$ cat src/rtl/eth_rx_demux.sv
// eth_rx_demux: Ethernet RX parser and router. Matches dest MAC and EtherType, decodes the
//   16-bit user header and steers COMMAND frames to the cmd port and DATA payload to channel m_tdest.
// Latency: payload byte accept -> m_tvalid is 1 cycle; cmd/err strobes appear the cycle after the deciding byte.
// Backpressure: s_tready drops only in PAY while the one-entry output register is held (m_tvalid && !m_tready).
// Ports: clk/reset (async, active-high); mac_addr (byte 0 = [47:40]); s_* AXI-S byte input;
//   m_* payload output with m_tfirst/m_tlast/m_tdest; len_out declared length; cmd_valid/cmd_code;
//   err_valid/err_code (1 RUNT, 2 HDR_BAD, 3 CH_BAD, 4 LEN_BAD, 5 LEN_SHORT, 6 LEN_LONG, 7 TIMEOUT).
// Optional: define ETH_RX_BCAST_EN to also accept destination FF:FF:FF:FF:FF:FF.
module eth_rx_demux #(
    parameter int          NUM_CH         = 4,
    parameter logic [15:0] ETHERTYPE      = 16'h0800,
    parameter int          MAX_LEN        = 1500,
    parameter int          TIMEOUT_CYCLES = 1023,
    localparam int         DW             = (NUM_CH > 1) ? $clog2(NUM_CH) : 1
) (
    input  logic          clk,
    input  logic          reset,
    input  logic [47:0]   mac_addr,
    input  logic [7:0]    s_tdata,
    input  logic          s_tvalid,
    input  logic          s_tlast,
    output logic          s_tready,
    output logic [7:0]    m_tdata,
    output logic          m_tvalid,
    input  logic          m_tready,
    output logic          m_tlast,
    output logic          m_tfirst,
    output logic [DW-1:0] m_tdest,
    output logic [15:0]   len_out,
    output logic          cmd_valid,
    output logic [3:0]    cmd_code,
    output logic          err_valid,
    output logic [2:0]    err_code
);
    localparam int TW = $clog2(TIMEOUT_CYCLES + 1);

    localparam logic [2:0] E_RUNT      = 3'd1;
    localparam logic [2:0] E_HDR_BAD   = 3'd2;
    localparam logic [2:0] E_CH_BAD    = 3'd3;
    localparam logic [2:0] E_LEN_BAD   = 3'd4;
    localparam logic [2:0] E_LEN_SHORT = 3'd5;
    localparam logic [2:0] E_LEN_LONG  = 3'd6;
    localparam logic [2:0] E_TIMEOUT   = 3'd7;

    typedef enum logic [2:0] {ST_DST, ST_SRC, ST_TYPE, ST_HDR, ST_LEN, ST_PAY, ST_DROP} state_t;

    state_t          state_q, state_d;
    logic [15:0]     cnt_q, cnt_d;        // byte index within the current field / payload
    logic [7:0]      fld_q, fld_d;        // first byte of a 2-byte field
    logic            match_q, match_d;    // dest MAC matched so far
`ifdef ETH_RX_BCAST_EN
    logic            bc_q, bc_d;          // dest MAC all-ones so far
`endif
    logic [DW-1:0]   ch_q, ch_d;
    logic [15:0]     len_q, len_d;
    logic [TW-1:0]   idle_q, idle_d;
    logic            err_seen_q, err_seen_d; // an error was already reported for this frame
    logic [7:0]      m_tdata_q, m_tdata_d;
    logic            m_tvalid_q, m_tvalid_d;
    logic            m_tlast_q, m_tlast_d;
    logic            m_tfirst_q, m_tfirst_d;
    logic [DW-1:0]   m_tdest_q, m_tdest_d;
    logic            cmd_valid_q, cmd_valid_d;
    logic [3:0]      cmd_code_q, cmd_code_d;
    logic            err_valid_q, err_valid_d;
    logic [2:0]      err_code_q, err_code_d;

    logic            acc, timing, tmo_hit, ev_err, dst_ok, last_hit;
    logic [2:0]      ev_code;
    logic [7:0]      mac_byte;
    logic [15:0]     word;

    assign s_tready = !reset && ((state_q != ST_PAY) || !m_tvalid_q || m_tready);
    assign acc      = s_tvalid && s_tready;
    // The idle timer runs everywhere except while waiting for the first byte of a frame.
    assign timing   = (state_q != ST_DST) || (cnt_q != 16'd0);
    assign tmo_hit  = timing && !s_tvalid && (idle_q == TW'(TIMEOUT_CYCLES - 1));
    assign word     = {fld_q, s_tdata};
    assign last_hit = (cnt_q + 16'd1) == len_q;

    always_comb begin
        case (cnt_q[2:0])
            3'd0:    mac_byte = mac_addr[47:40];
            3'd1:    mac_byte = mac_addr[39:32];
            3'd2:    mac_byte = mac_addr[31:24];
            3'd3:    mac_byte = mac_addr[23:16];
            3'd4:    mac_byte = mac_addr[15:8];
            default: mac_byte = mac_addr[7:0];
        endcase
    end

    always_comb begin
        state_d     = state_q;
        cnt_d       = cnt_q;
        fld_d       = fld_q;
        match_d     = match_q;
`ifdef ETH_RX_BCAST_EN
        bc_d        = bc_q;
`endif
        ch_d        = ch_q;
        len_d       = len_q;
        idle_d      = idle_q;
        m_tdata_d   = m_tdata_q;
        m_tvalid_d  = m_tvalid_q;
        m_tlast_d   = m_tlast_q;
        m_tfirst_d  = m_tfirst_q;
        m_tdest_d   = m_tdest_q;
        cmd_valid_d = 1'b0;
        cmd_code_d  = cmd_code_q;
        err_valid_d = 1'b0;
        err_code_d  = err_code_q;
        ev_err      = 1'b0;
        ev_code     = 3'd0;
        dst_ok      = 1'b0;

        if (m_tvalid_q && m_tready) m_tvalid_d = 1'b0;

        if (acc)                    idle_d = '0;
        else if (!s_tvalid && timing) idle_d = idle_q + 1'b1;

        if (acc) begin
            case (state_q)
                ST_DST: begin
                    match_d = ((cnt_q == 16'd0) || match_q) && (s_tdata == mac_byte);
`ifdef ETH_RX_BCAST_EN
                    bc_d    = ((cnt_q == 16'd0) || bc_q) && (s_tdata == 8'hFF);
                    dst_ok  = match_d || bc_d;
`else
                    dst_ok  = match_d;
`endif
                    if (s_tlast) begin
                        ev_err = 1'b1; ev_code = E_RUNT; cnt_d = '0;
                    end else if (cnt_q == 16'd5) begin
                        cnt_d   = '0;
                        state_d = dst_ok ? ST_SRC : ST_DROP;
                    end else begin
                        cnt_d = cnt_q + 16'd1;
                    end
                end
                ST_SRC: begin
                    if (s_tlast) begin
                        ev_err = 1'b1; ev_code = E_RUNT; state_d = ST_DST; cnt_d = '0;
                    end else if (cnt_q == 16'd5) begin
                        state_d = ST_TYPE; cnt_d = '0;
                    end else begin
                        cnt_d = cnt_q + 16'd1;
                    end
                end
                ST_TYPE, ST_HDR, ST_LEN: begin
                    cnt_d = '0;
                    if (s_tlast) begin
                        ev_err = 1'b1; ev_code = E_RUNT; state_d = ST_DST;
                    end else if (cnt_q == 16'd0) begin
                        fld_d = s_tdata;
                        cnt_d = 16'd1;
                    end else if (state_q == ST_TYPE) begin
                        state_d = (word == ETHERTYPE) ? ST_HDR : ST_DROP;
                    end else if (state_q == ST_HDR) begin
                        state_d = ST_DROP;
                        if (fld_q[7:6] == 2'b10) begin
                            cmd_valid_d = 1'b1;
                            cmd_code_d  = fld_q[3:0];
                        end else if (fld_q[7:6] != 2'b01) begin
                            ev_err = 1'b1; ev_code = E_HDR_BAD;
                        end else if ({1'b0, fld_q[3:0]} >= 5'(NUM_CH)) begin
                            ev_err = 1'b1; ev_code = E_CH_BAD;
                        end else begin
                            ch_d    = fld_q[DW-1:0];
                            state_d = ST_LEN;
                        end
                    end else begin
                        len_d = word;
                        if (word == 16'd0 || word > 16'(MAX_LEN)) begin
                            ev_err = 1'b1; ev_code = E_LEN_BAD; state_d = ST_DROP;
                        end else begin
                            state_d = ST_PAY;
                        end
                    end
                end
                ST_PAY: begin
                    // s_tready guarantees the output register is free or being drained now.
                    m_tvalid_d = 1'b1;
                    m_tdata_d  = s_tdata;
                    m_tfirst_d = (cnt_q == 16'd0);
                    m_tdest_d  = ch_q;
                    m_tlast_d  = s_tlast || last_hit;
                    cnt_d      = cnt_q + 16'd1;
                    if (s_tlast) begin
                        state_d = ST_DST; cnt_d = '0;
                        if (!last_hit) begin ev_err = 1'b1; ev_code = E_LEN_SHORT; end
                    end else if (last_hit) begin
                        state_d = ST_DROP; cnt_d = '0;
                        ev_err = 1'b1; ev_code = E_LEN_LONG;
                    end
                end
                default: begin // ST_DROP
                    if (s_tlast) begin state_d = ST_DST; cnt_d = '0; end
                end
            endcase
        end

        // Timeout abandons the frame; a beat already in the output register still drains.
        if (tmo_hit) begin
            ev_err = 1'b1; ev_code = E_TIMEOUT;
            state_d = ST_DST; cnt_d = '0; idle_d = '0;
        end

        if (ev_err && !err_seen_q) begin
            err_valid_d = 1'b1;
            err_code_d  = ev_code;
        end
        err_seen_d = (state_d != ST_DST) && (err_seen_q || ev_err);
    end

    always_ff @(posedge clk or posedge reset) begin
        if (reset) begin
            state_q     <= ST_DST;
            cnt_q       <= '0;
            fld_q       <= '0;
            match_q     <= 1'b0;
`ifdef ETH_RX_BCAST_EN
            bc_q        <= 1'b0;
`endif
            ch_q        <= '0;
            len_q       <= '0;
            idle_q      <= '0;
            err_seen_q  <= 1'b0;
            m_tdata_q   <= '0;
            m_tvalid_q  <= 1'b0;
            m_tlast_q   <= 1'b0;
            m_tfirst_q  <= 1'b0;
            m_tdest_q   <= '0;
            cmd_valid_q <= 1'b0;
            cmd_code_q  <= '0;
            err_valid_q <= 1'b0;
            err_code_q  <= '0;
        end else begin
            state_q     <= state_d;
            cnt_q       <= cnt_d;
            fld_q       <= fld_d;
            match_q     <= match_d;
`ifdef ETH_RX_BCAST_EN
            bc_q        <= bc_d;
`endif
            ch_q        <= ch_d;
            len_q       <= len_d;
            idle_q      <= idle_d;
            err_seen_q  <= err_seen_d;
            m_tdata_q   <= m_tdata_d;
            m_tvalid_q  <= m_tvalid_d;
            m_tlast_q   <= m_tlast_d;
            m_tfirst_q  <= m_tfirst_d;
            m_tdest_q   <= m_tdest_d;
            cmd_valid_q <= cmd_valid_d;
            cmd_code_q  <= cmd_code_d;
            err_valid_q <= err_valid_d;
            err_code_q  <= err_code_d;
        end
    end

    assign m_tdata   = m_tdata_q;
    assign m_tvalid  = m_tvalid_q;
    assign m_tlast   = m_tlast_q;
    assign m_tfirst  = m_tfirst_q;
    assign m_tdest   = m_tdest_q;
    assign len_out   = len_q;
    assign cmd_valid = cmd_valid_q;
    assign cmd_code  = cmd_code_q;
    assign err_valid = err_valid_q;
    assign err_code  = err_code_q;
endmodule

$ cat config.mk
export PLATFORM = sky130hd
export DESIGN_NAME = eth_rx_demux
export DESIGN_NICKNAME = d
export VERILOG_FILES = /design/src/rtl/eth_rx_demux.sv
export SDC_FILE = /design/constraint.sdc
export NUM_CORES = 1
export LEC_CHECK = 0
export ABC_AREA = 1
export CAP_MARGIN = 40
export CORE_ASPECT_RATIO = 1.5
export CORE_MARGIN = 2
export CORE_UTILIZATION = 55
export CTS_BUF_LIST = sky130_fd_sc_hd__clkbuf_4 sky130_fd_sc_hd__clkbuf_8
export CTS_CLUSTER_SIZE = 16
export DETAILED_ROUTE_END_ITERATION = 8
export PLACE_DENSITY = 0.95
export SYNTH_ARGS = -nofsm -noshare
export SYNTH_HDL_FRONTEND = slang
export SYNTH_SLANG_ARGS = --single-unit
$ cat constraint.sdc
create_clock -name clk -period 3.3 [get_ports clk]
set_clock_uncertainty 0.05 [all_clocks]
set_input_delay 0.33 -clock clk [delete_from_list [all_inputs] [get_ports clk]]
set_output_delay 0.33 -clock clk [all_outputs]
set_load 0.02 [all_outputs]
# Word level (Yosys, flattened, before mapping)
# Index checks and enable logic that the tools add are counted.
# Widths: inputs -> output; s select.
[classes] add_sub_neg=2 n_mux=75 magnitude_cmp=2 n_reduce_logical=38 eq_ne=17 n_bitwise=7
[ops] cell="$mux 16" count=7
[ops] cell="$mux 3" count=25
[ops] cell="$pmux 16 s3" count=1
[ops] cell="$pmux 8 s5" count=1
[ops] cell="$logic_not 16->1" count=2
[ops] cell="$mux 10" count=3
[ops] cell="$mux 1" count=28
[ops] cell="$add 16x1->16 const B" count=1
[ops] cell="$eq 16x12->1 const B" count=1
[ops] cell="$eq 16x16->1" count=1
[ops] cell="$eq 16x3->1 const B" count=1
[ops] cell="$gt 16x11->1 const B" count=1
[ops] cell="$reduce_bool 16->1" count=1
[ops] cell="$mux 2" count=7
[ops] cell="$eq 3x2->1 const B" count=4
[ops] cell="$pmux 3 s4" count=1
[ops] cell="$add 10x1->10 const B" count=1
[ops] cell="$eq 10x10->1 const B" count=1
[ops] cell="$eq 3x3->1 const B" count=3
[ops] cell="$pmux 3 s3" count=1
[ops] cell="$reduce_and 9->1" count=1
[ops] cell="$reduce_bool 3->1" count=3
[ops] cell="$eq 8x8->1" count=1
[ops] cell="$logic_and 1x1->1" count=8
[ops] cell="other kinds (18)" count=37
[word_totals] out_inout_bits=39 register_bits=79

# Logic depth before layout (Yosys ltp)
[logic_depth] depth_word=13 ltp_mapped=21 ltp_nobuf=21

# Worst setup path before layout
# Ideal clock, no wire load.
[synth_path] path_type="register to register" startpoint="register cnt_q[0]" endpoint="register err_code_q[0], in the netlist err_code[0]" path_stages_with_launch=16 n_path_buf=0 path_slack_ps=361 required_time_ps=3121 setup_time_ps=129 period_less_slack_ps=2939 arrival_ps=2760 cell_sequence="dfrtp_1 > ha_1 > ha_1 > xor2_1 > nand4_1 > nor3_1 > nand4_1 > nor4_1 > inv_1 > ha_1 > inv_1 > nand2_1 > nand3_1 > nand2_1 > a21oi_2 > o21ai_0"
[synth_between] elab_chain_cells=8 word_cells_on_any_way=23 cone_classes="add/sub (1); eq/ne (1); mux (15); reduce/logical (6)"
[synth_lines] item="start, declared" line_no="48" rtl="logic [15:0] cnt_q, cnt_d;"
[synth_lines] item="start signal, assigned" line_no="239" rtl="cnt_q <= cnt_d;"
[synth_lines] item="$add 16x1->16" line_no="79" rtl="assign last_hit = (cnt_q + 16'd1) == len_q;"
[synth_lines] item="$eq 16x16->1" line_no="79"
[synth_lines] item="$mux 1 (on tied branches)" line_no="191, 190"
[synth_lines] item="$mux 1" line_no="188" rtl="if (s_tlast) begin"
[synth_lines] item="$pmux 1 s3" line_no="122" rtl="case (state_q)"
[synth_lines] item="$mux 1" line_no="121" rtl="if (acc) begin"
[synth_lines] item="$mux 1" line_no="203" rtl="if (tmo_hit) begin"
[synth_lines] item="$logic_and 1x1->1" line_no="208" rtl="if (ev_err && !err_seen_q) begin"
[synth_lines] item="end signal, assigned" line_no="257" rtl="err_code_q <= err_code_d;"
[synth_lines] item="end, declared" line_no="66" rtl="logic [2:0] err_code_q, err_code_d;"
# Parallel ways exist; a longest one is shown, timed or not.
# A chain may end at the register's enable or synchronous reset.

# Worst setup path after layout
[layout_path] startpoint="register cnt_q[1]" endpoint="register err_code_q[0], in the netlist err_code[0]"
# The elaborated chain is that of the path after synthesis.

==> flow_metrics.py <==
metrics = {
    "outcome": {
        "run_status": "completed",
    },
    "route": {
        "wl_per_cell_microns": 16.7,
        "via_per_inst": 5.89,
        "ant_nets": 0,
        "finalWirelength_microns": 16600,
        "vias": 5844,
        "first_pass_iters": 6,
        "drc_errors": 0,
        "drt_iter0_drc": 589,
    },
    "power_and_ir_drop": {
        "power.leakage_nw": 3.21,
        "p_seq_share_pct": 37.3,
        "p_sw_share_pct": 39.6,
        "power.density_nw_per_um2": 501,
        "internal-power_mw": 2.09,
        "power_switching_mw": 1.37,
        "p_comb_share_pct": 39.9,
        "p_clk_share_pct": 22.8,
        "ir_drop_v": 0.000345,
    },
    "die": {
        "die_y_microns": 125,
        "initial_utilization_pct": 55.6,
        "core_area_sq_um": 9580,
        "rows": 44,
        "die_w_microns": 84.4,
        "io_pins": 100,
        "die_area_sq_um": 10500,
    },
    "grt": {
        "grt_pass1_wl_microns": 26200,
        "antenna_found_initial": 0,
        "grt_max_degree": 34,
        "grt_usage_pct": 30.9,
        "grt_overflow": 0,
        "grt_pass1_vias": 5702,
    },
    "finish": {
        "fillers": 744,
        "nets": 944,
        "final_util_pct": 72.0,
        "multi_input_area_sq_um": 3040,
        "area_delta_synth_final_pct": 29.5,
        "drive_gt1_share_pct": 12.4,
        "seq_area_sq_um": 1980,
        "diodes": 0,
    },
    "cts": {
        "cts_made_buffers": 9,
        "clkSinkCount": 79,
        "clkSlewWorstSetupHoldPaths_ps": 80,
        "cts_tree": "built",
        "insertion_delay_ps": 370,
        "htree_levels": 3,
        "cts_buffer_depth": 2,
        "root_buffer": "clkbuf_8",
    },
    "job": {
        "maxCapViolCount": 0,
    },
    "synth": {
        "ys_warn_count": 0,
        "ys.flop_type": "dfrtp_1",
        "syn_inst": 756,
        "synth_compound_area_share_pct": 11.7,
        "synth_xor_area_share_pct": 2.09,
        "synth_enable_flop_cells": 0,
        "synth_area_leaders": "dfrtp_1, nand2_1, nand3_1",
        "synth_cell_types": 41,
        "synth_area_sq_um": 5330,
        "yosys_register_bits": 79,
        "synthSimpleGateAreaFrac_pct": 37.4,
        "synthMuxAreaShare_pct": 1.06,
        "yosysTopAreaCell": "dfrtp_1",
        "synth_fa_ha_area_share_pct": 2.35,
        "ys_seq_area_share_pct": 37.1,
        "post-synth-top-count-cell": "nand2_1",
        "synthesis.nets": 827,
        "syn_avg_cell_area_sq_um": 7.05,
        "synth_top_family_by_area": "simple AND/OR/NAND/NOR gates",
        "yosys-top-cells-count": "nand2_1, inv_1, dfrtp_1",
        "yosys.area.top_type_share_pct": 37.1,
        "synth-async-reset-ratio_pct": 100,
    },
    "timing": {
        "fmax_mhz": 309,
        "slew_headroom_pct": 63.5,
        "fin_crit_ps": 3230,
        "worst_pin_slew_ps": 546,
        "min_period_over_period_pct": 98.0,
        "whs_ps": 247,
        "setup_ws_ps": 66.2,
        "finalMaxSlewViolations": 0,
        "finalSetupViolations": 0,
        "finalHoldViolations": 0,
    },
    "critical_path": {
        "endpoint_kind": "flop",
        "cp.required_ps": 3540,
        "r2r_slack_ps": 70,
        "crit_path_start_kind": "flop",
        "path_class": "flop to flop",
        "r2r_end": "err_code[0]",
        "rr_startpoint": "cnt_q[1]",
        "rr_worst_depth": 18,
        "crit_fanout": 7,
        "critPathArrivalTime_ps": 3470,
    },
    "placed_design": {
        "place_ws_ps": -11.5,
        "numPortBuffers": 99,
        "hpwl_microns": 12200,
        "globalplace.congestion": 0.970,
    },
    "min_path": {
        "hold_class": "primary input to asynchronous set/reset pin",
    },
}
## metal layers
| layer | global-route usage, % | up-vias | share of wire, % |
|---|---|---|---|
| met3 | 3.98 | 120 | 6.6 |
| met2 | 54.9 | 328 | 51 |
| met5 | 0 | - | 0 |
| met4 | 17.6 | 0 | 7.2 |
| li1 | - | 2718 | - |
| met1 | 35.0 | 2678 | 36 |
## per-stage QoR
step,TNS (ps),total power [mW],cells,instance area (sq um)
floorplan,0,2.04,756,5330
global placement,0,2.53,969,6490
detailed placement,-22.8,2.56,969,6490
CTS,0,3.35,985,6730
global route,-322,3.63,993,6900
finish,0,3.46,993,6900
## cell type report
class	count	area share, %
repair buffers	122	16.9
flip-flops and latches	79	28.7
inverters	94	5.17
clock buffers	12	2.39
multi-input cells	567	44.0
clock inverters	4	0.762
well taps	115	2.09
## worst max-delay path by stage
stage,endpoint,depth (start not counted),slack (ps),from
3_5_place_dp,err_code[2],16,-10,cnt_q[0]
4_1_cts,err_code[0],16,20,cnt_q[0]
6_report,err_code[0],18,70,cnt_q[1]
2_1_floorplan,err_code[0],15,360,cnt_q[0]
5_1_grt,err_code[0],18,-90,cnt_q[2]
3_3_place_gp,err_code[2],16,70,cnt_q[0]
## power groups by stage
stage               Clock [mW]  Combinational [mW]  Sequential [mW]
global placement             0                1.25             1.28
CTS                      0.788                1.29             1.27
floorplan                    0               0.704             1.34
detailed placement           0                1.28             1.29
global route             0.824                1.51             1.30
finish                   0.787                1.38             1.29
## layout by cell type (no fill, tap or decap), drive strengths merged
master,instances
nand2,229
nor2,81
o21ai,57
o21bai,1
inv,93
clkinv,1
clkdlybuf4s50,99
dfrtp,79
mux2,5
nand3,74
nor3,20
and2,2
bufinv,1
nand3b,1
and3,1
xnor3,3
o22ai,12
xor2,5
nor3b,2
o211ai,3
nor4,3
a21oi,23
a31oi,1
clkbuf,12
o31ai,1
a22oi,2
clkinvlp,3
buf,23
nand4,31
ha,10
## state kept, by name, summed over array words and instances, names as in the netlist
name	cells
cnt_q	16
len_out	16
idle_q	10
fld_q	8
m_tdata	8
cmd_code	4
err_code	3
state_q	3
ch_q	2
m_tdest	2
cmd_valid	1
err_seen_q	1
err_valid	1
m_tfirst	1
m_tlast	1
m_tvalid	1
match_q	1
## cell families after synthesis
kind of cell    Yosys count
mux                       5
xor+xnor                  8
flops                    79
simple gates            444
fa+ha+maj                10
compound gates          100
buf+inv                 110
## worst max-delay path, stage by stage, from the launching register on
cell and delay [ps]:
dfrtp_2 470, inv_2 120, ha_4 220, xor2_2 180, a21oi_2 160, nand4_1 180
nor3_2 210, nand4_1 130, nor4_2 300, buf_4 170, inv_2 40, ha_1 260
inv_1 50, nand2_1 70, nand3_2 100, nand2_2 70, a21oi_4 210, nand2_1 70
o21ai_1 80
## repair_timing
| action | 4_1_cts | 5_1_grt |
|---|---|---|
| resized for setup | 3 | 24 |
| buffers inserted | 0 | 8 |
| endpoints found under the setup margin | 3 | 5 |
| pin swaps | 1 | 12 |
| hold buffers | 0 | 0 |
(Power assumes the default switching activity.)
